File: config.mk
export PLATFORM = sky130hd
export DESIGN_NAME = pulse_transmitter_symbol_sequencer
export DESIGN_NICKNAME = d
export VERILOG_FILES = /design/src/rtl/pulse_transmitter_symbol_sequencer.sv
export SDC_FILE = /design/constraint.sdc
export NUM_CORES = 1
export LEC_CHECK = 0
export ABC_AREA = 1
export CORE_MARGIN = 10
export CORE_UTILIZATION = 43
export DETAILED_ROUTE_END_ITERATION = 12
export HOLD_SLACK_MARGIN = 0.03
export PLACE_DENSITY = 0.7
export SYNTH_ARGS = -nofsm -noshare
export SYNTH_HDL_FRONTEND = slang
export SYNTH_SLANG_ARGS = --single-unit
File: constraint.sdc
create_clock -name clk -period 5.06 [get_ports clk]
set_input_delay 0.506 -clock clk [delete_from_list [all_inputs] [get_ports clk]]
set_output_delay 0.506 -clock clk [all_outputs]
set_load 0.01 [all_outputs]
File: src/rtl/pulse_transmitter_symbol_sequencer.sv
// Symbol sequencer feeding pulse_transmitter_countdown_timer: walks packed 2-bit
// symbols, presents per-symbol timing to the timer and drives the pin level.
module pulse_transmitter_symbol_sequencer #(
   parameter int PRESCALER_WIDTH = 15,
   parameter int TIMER_WIDTH     = 8,
   parameter int NUM_SYMBOLS     = 16,
   localparam int PW             = $clog2(PRESCALER_WIDTH + 1),
   localparam int IW             = $clog2(NUM_SYMBOLS)
) (
   input  logic                     clk,
   input  logic                     sys_rst_n,
   input  logic                     start,
   input  logic                     stop,
   input  logic [2*NUM_SYMBOLS-1:0] symbol_data,
   input  logic [IW-1:0]            symbol_last,
   input  logic [7:0]               loop_count,
   input  logic                     idle_level,
   input  logic [PW-1:0]            prescaler_a,
   input  logic [PW-1:0]            prescaler_b,
   input  logic [TIMER_WIDTH-1:0]   duration_a,
   input  logic [TIMER_WIDTH-1:0]   duration_b,
   input  logic                     timer_pulse,
   output logic                     timer_en,
   output logic [PW-1:0]            timer_prescaler,
   output logic [TIMER_WIDTH-1:0]   timer_duration,
   output logic                     pin_out,
   output logic                     busy,
   output logic                     done
);

   typedef enum logic [1:0] {
      ST_IDLE,
      ST_ARM,
      ST_RUN,
      ST_DONE
   } state_t;

   state_t                   state_reg;
   logic [2*NUM_SYMBOLS-1:0] data_reg;
   logic [IW-1:0]            last_reg;
   logic [IW-1:0]            index_reg;
   logic [7:0]               loops_reg;

   logic [1:0]    sym_arr [NUM_SYMBOLS];
   logic [IW-1:0] index_next;
   logic [1:0]    sym_next;
   logic [1:0]    sym_first;

   genvar gi;
   generate
      for (gi = 0; gi < NUM_SYMBOLS; gi++) begin : g_sym
         assign sym_arr[gi] = data_reg[2*gi +: 2];
      end
   endgenerate

   // index_next is only used when index_reg < last_reg, so it never wraps.
   assign index_next = index_reg + IW'(1);
   assign sym_next   = sym_arr[index_next];
   assign sym_first  = sym_arr[0];

   always_ff @(posedge clk or negedge sys_rst_n) begin
      if (!sys_rst_n) begin
         state_reg       <= ST_IDLE;
         data_reg        <= '0;
         last_reg        <= '0;
         index_reg       <= '0;
         loops_reg       <= '0;
         timer_en        <= 1'b0;
         timer_prescaler <= '0;
         timer_duration  <= '0;
         pin_out         <= 1'b0;
         busy            <= 1'b0;
         done            <= 1'b0;
      end else begin
         done <= 1'b0;
         case (state_reg)
            ST_IDLE: begin
               pin_out  <= idle_level;
               timer_en <= 1'b0;
               busy     <= 1'b0;
               if (start && !stop) begin
                  data_reg        <= symbol_data;
                  last_reg        <= symbol_last;
                  loops_reg       <= loop_count;
                  index_reg       <= '0;
                  // Timing goes out a cycle ahead of timer_en, as the timer requires.
                  timer_prescaler <= symbol_data[0] ? prescaler_b : prescaler_a;
                  timer_duration  <= symbol_data[0] ? duration_b : duration_a;
                  busy            <= 1'b1;
                  state_reg       <= ST_ARM;
               end
            end

            ST_ARM: begin
               if (stop) begin
                  timer_en  <= 1'b0;
                  pin_out   <= idle_level;
                  busy      <= 1'b0;
                  state_reg <= ST_IDLE;
               end else begin
                  timer_en  <= 1'b1;
                  pin_out   <= sym_first[1];
                  state_reg <= ST_RUN;
               end
            end

            ST_RUN: begin
               if (stop) begin
                  timer_en  <= 1'b0;
                  pin_out   <= idle_level;
                  busy      <= 1'b0;
                  state_reg <= ST_IDLE;
               end else if (timer_pulse) begin
                  if (index_reg < last_reg) begin
                     index_reg       <= index_next;
                     pin_out         <= sym_next[1];
                     timer_prescaler <= sym_next[0] ? prescaler_b : prescaler_a;
                     timer_duration  <= sym_next[0] ? duration_b : duration_a;
                  end else if (loops_reg != 8'd0) begin
                     loops_reg       <= loops_reg - 8'd1;
                     index_reg       <= '0;
                     pin_out         <= sym_first[1];
                     timer_prescaler <= sym_first[0] ? prescaler_b : prescaler_a;
                     timer_duration  <= sym_first[0] ? duration_b : duration_a;
                  end else begin
                     timer_en  <= 1'b0;
                     pin_out   <= idle_level;
                     busy      <= 1'b0;
                     done      <= 1'b1;
                     state_reg <= ST_DONE;
                  end
               end
            end

            ST_DONE: begin
               pin_out   <= idle_level;
               state_reg <= ST_IDLE;
            end

            default: begin
               timer_en  <= 1'b0;
               busy      <= 1'b0;
               state_reg <= ST_IDLE;
            end
         endcase
      end
   end

endmodule

# ---- Word level (Yosys, flattened, before mapping)
# Cells that the tools add are included.
dict set report op_classes {
  n_eq_ne 13
  n_reduce_logical 13
  bitwise_logic 1
  n_addsub 2
  n_lt_le_gt_ge 2
  n_mux 60
}
# op n
set op_table {}
lappend op_table {{8-bit 2-to-1 mux} 13}
lappend op_table {{4-bit 2-to-1 mux} 13}
lappend op_table {{8-bit case mux with 2 select lines} 2}
lappend op_table {{1-bit 2-to-1 mux} 17}
lappend op_table {{2-bit 2-to-1 mux} 8}
lappend op_table {{4-bit case mux with 2 select lines} 2}
lappend op_table {{2-bit inequality test (second input constant)} 6}
lappend op_table {{3-bit inequality test (second input constant)} 4}
lappend op_table {{5-bit AND reduction} 2}
lappend op_table {{1-bit case mux with 3 select lines} 3}
lappend op_table {{2-bit binary-select mux with 4-bit select} 1}
lappend op_table {{2-bit case mux with 4 select lines} 1}
lappend op_table {{4-bit AND reduction} 2}
lappend op_table {{8-bit nonzero test} 1}
lappend op_table {{8-bit by 1-bit subtractor with 8-bit output (second input constant)} 1}
lappend op_table {{6-bit AND reduction} 1}
lappend op_table {{5-bit greater-or-equal comparator (second input constant)} 1}
lappend op_table {{4-bit inverter with 5-bit output} 1}
lappend op_table {{4-bit by 1-bit adder with 4-bit output (second input constant)} 1}
lappend op_table {{2-bit == test (second input constant)} 2}
lappend op_table {{4-bit less-than comparator} 1}
lappend op_table {{3-bit nonzero test} 1}
lappend op_table {{2-bit by 1-bit == test with 1-bit output (second input constant)} 1}
lappend op_table {{2-bit zero test} 1}
lappend op_table {{other kinds (5)} 5}
dict set report totals {
  inputBits 74
  ff_bits 66
  output_inout_bits 16
}

# ---- Logic depth before layout (Yosys ltp)
dict set report logic_depth {
  ltp_word 10
  mapped_depth 15
}

# ---- Worst setup path after synthesis
# Ideal clock, no wire load.
dict set report synth_timing {
  kind {register -> register}
  startpoint {register index_reg[0]}
  endpoint {register timer_duration[2]}
  n_path_buf 2
  stages_incl_launch_ff 14
  setup_slack_ns 3.198
  arrival_ns 1.745
  path_cell_list {dfrtp_1 ha_1 clkbuf_4 a21oi_1 o21ai_0 nand3_1 nand3_2 nand2_4 buf_6 o21ai_1 nand2_1 nand2_1 nand2_1 nand2_1}
}
dict set report synth_between {
  elab_chain_len 10
  elab_cells_between_ends 13
  classes_between {1 x add/sub; 1 x order compare; 1 x eq/ne; 8 x mux; 1 x bitwise; 1 x reduce/logical}
}
# element line_no
set synth_lines {}
lappend synth_lines {{start, declared} 41} ;# logic [IW-1:0] index_reg;
lappend synth_lines {{start signal, assigned} 115} ;# index_reg <= index_next;
lappend synth_lines {{4-bit by 1-bit adder with 4-bit output} 57} ;# assign index_next = index_reg + IW'(1);
lappend synth_lines {{4-bit inverter with 5-bit output (implied by the code)} 58} ;# assign sym_next = sym_arr[index_next];
lappend synth_lines {{2-bit binary-select mux with 4-bit select} 58}
lappend synth_lines {{2-bit 2-to-1 mux (implied by the code) (2 in a row)} 58}
lappend synth_lines {{8-bit 2-to-1 mux} 118} ;# timer_duration <= sym_next[0] ? duration_b : duration_a;
lappend synth_lines {{8-bit 2-to-1 mux} 114} ;# if (index_reg < last_reg) begin
lappend synth_lines {{8-bit 2-to-1 mux} 113} ;# end else if (timer_pulse) begin
lappend synth_lines {{8-bit 2-to-1 mux} 108} ;# if (stop) begin
lappend synth_lines {{8-bit case mux with 2 select lines} 76} ;# case (state_reg)
lappend synth_lines {{end signal, assigned} 88} ;# timer_duration <= symbol_data[0] ? duration_b : duration_a;
lappend synth_lines {{end signal, assigned} 118}
lappend synth_lines {{end signal, assigned} 124} ;# timer_duration <= sym_first[0] ? duration_b : duration_a;
lappend synth_lines {{end, declared} 25} ;# output logic [TIMER_WIDTH-1:0] timer_duration,
# Several ways; a longest one is shown, not always the timed one. The select of a mux whose other input is x is not followed.
# A chain may end at the register's enable or synchronous reset.

# ---- Worst setup path after layout
dict set report layout_timing {
  startpoint {register index_reg[0]}
  endpoint {register timer_duration[7]}
}
# Same word-level chain as after synthesis.

==> results.toml <==
[global_routing]
grt.total_usage_pct = 15.5
grt_pass1_vias = 3682
grt_max_degree = 67
grt_pass1_wl_mm = 17.2
overflow = 0
antenna_found_initial = 0

[placement]
place_congestion = 0.789
port_buffers = 89
placed_cells = 685
dpl.hpwl_mm = 7.59

[logic_synthesis]
synth.cell_area_um2 = 4030
yosysTopAreaCellShare_pct = 41.0
synth_edf_count = 0
synthesis.nets = 591
ys_seq_area_share_pct = 41.0
synth_most_common_cell = "nand2_1"
synth_top_area_cell = "dfrtp_1"
synth-seq-cells = 66
yosysWarnings = 0
async_flop_share_pct = 100
synth.avg_cell_area_um2 = 7.94
yosys-top-cells-count = "nand2_1 (128), dfrtp_1 (66), nor2_1 (49)"
synth_ff_type = "dfrtp_1"
synthTopCellsByArea = "dfrtp_1 (41%), nand2_1 (12%), mux2_2 (8.9%), a21oi_1 (5.5%), nor2_1 (4.6%)"
ys_types = 35
synth_cells = 507

[sta]
finalCriticalPeriod_ps = 2780
fin_crit_sh_pct = 54.9
tightest_slew_ps = 917
finClkSkew_ps = 13.8
finalHoldViolCount = 0
setup_violations = 0
relSlewSlack_pct = 38.8
maxSlewViolCount = 0
finalSetupTns_ps = 0
fmax_mhz = 360
rsz0062_at_grt = "no"

[cells_and_area]
fin_cells = 701
drive_above_1_share_pct = 13.9
layout.nets = 669
largest_reg_flops = 32
area_growth_pct = 27.6
num_antenna_cells = 0

[detailed_routing]
vias = 3613
drc = 0
wirelength_mm = 10.4
viasPerCell = 5.15
first_pass_iters = 4
drtIter0Drc = 178
ant_nets = 0
wl_per_cell_um = 14.8

[setup_path]
critical-path-max-stage-delay_ps = 650
crit_path_max_fanout = 24
startpoint_type = "register"
end_kind = "register"
r2r_cells = 13
cp.required_ps = 5340
cp.arrival_ps = 3060
critPathKind = "reg -> reg"
cp_slowest_cell = "ha_1"
crit_top_cell = "nand2_1"
crit_chain = "ha_1 > inv_1 > nor2_1 > o21ai_0 > nand3_1 > nand3_2 > nand2_4 > nand2_1 > o21ai_2 > nand2_1 > nand2_1 > nand2_1 > nand2_1"

[pwr]
switching_share_pct = 42.9
p_int_uw = 1710
leakage_uw = 0.00236
p_sw_uw = 1280
p_per_area_nw_per_um2 = 582
ir_drop_mv = 0.272
pwr-share-clk_pct = 16.8
p_seq_share_pct = 31.9
p_comb_share_pct = 51.3

[clock_tree]
cts_buffers = 9
post_cts_resize_count = 0
cts_tree = "built"
cts.path.max_buffers = 2
worst_skew_pair.late_latency_ps = 350
cts_root_buf = "clkbuf_8"
clock_sinks = 66
cts-htree-levels = 3
hold_buffers = 0
cts_setup_buffers = 0
clk_pin_slew_ps = 80

[floorplan]
die_y_um = 117
coreArea_um2 = 9200
fp.dieW_um = 117
die-area_um2 = 13600
io_pins = 90
start_util_pct = 43.8
rows = 35

[hold_path]
hold_path.class = "in -> async"

[job]
max_cap_violations = 0

[status]
status = "completed"
[worst max-delay path: cells and delay by family (launching register included)]
kind | cells | cell delay [ps]
flip-flops | 1 | 640
buffers and inverters | 1 | 230
AO/OA/AOI/OAI | 2 | 150
adder cells (fa/ha/maj) | 1 | 650
AND/OR/NAND/NOR | 9 | 1020
[cell families after synthesis]
kind of cell	Yosys count	synth area share, %
buf+inv	69	8.02
simple gates	215	22.0
xor+xnor	6	1.31
mux	32	8.95
flops	66	41.0
compound gates	109	15.6
fa+ha+maj	10	3.11
[routing by layer]
metal  GRT usage (%)  vias to the layer above  routed length [µm]
li1                -                     1816                   -
met5               0                        -                   0
met3            4.98                       13                 789
met4            4.37                        0                 122
met2            25.6                      118                4830
met1            19.0                     1666                4650
[layout by cell type (no fill, tap or decap), types with 3 or more instances in the layout]
master and n:
nand2_2 9, nand3_1 21, o21ai_0 25, o21ai_2 10
clkdlybuf4s50_1 88, nand2_1 128, nor2_1 49, inv_1 41
clkbuf_8 9, mux2_2 32, inv_2 5, o211ai_1 7
dfrtp_1 66, xor2_1 6, ha_1 10, nand3_2 3
o21ai_1 13, a21oi_1 44
[power by group through the flow]
stage	Sequential, µW	Combinational (µW)	Clock [µW]
after floorplan	922	1240	0
after global placement	953	1480	0
after detailed placement	962	1540	0
after CTS	953	1540	516
after global routing	983	1740	537
final	953	1530	503
[metrics by stage]
stage          power, µW  hold WS, ps  area (µm²)  util, %  setup WS, ps
4_1_cts             3010          366        5140     55.9          2260
3_5_place_dp        2500          468        4910     53.4          2300
2_1_floorplan       2160          210        4030        -          3200
5_1_grt             3260          433        5140     55.9          2010
3_3_place_gp        2430          469        4910     53.4          2360
6_report            2990          323        5140     55.9          2280
[path summary, 6_finish.rpt]
check	start	to	slack [ps]
min in group clk	timer_duration[2]$_DFFE_PN0P_	timer_duration[2]$_DFFE_PN0P_	480
max in group asynchronous	sys_rst_n	data_reg[3]$_DFFE_PN0P_	4150
setup / recovery	index_reg[0]$_DFFE_PN0P_	timer_duration[7]$_DFFE_PN0P_	2280
setup reg to reg	index_reg[0]$_DFFE_PN0P_	timer_duration[7]$_DFFE_PN0P_	2280
hold reg to reg	timer_duration[2]$_DFFE_PN0P_	timer_duration[2]$_DFFE_PN0P_	480
hold / removal	sys_rst_n	timer_duration[6]$_DFFE_PN0P_	320
[cell type report]
| cell class | count | area (µm²) |
|---|---|---|
| clock buffers | 9 | 124 |
| clock inverters | 7 | 101 |
| fillers | 860 | 4060 |
| inverters | 46 | 173 |
| multi-input cells | 372 | 2060 |
| flip-flops and latches | 66 | 1650 |
| well taps | 111 | 139 |
| repair buffers | 90 | 893 |
No activity file was read; power rests on OpenSTA's default activity.
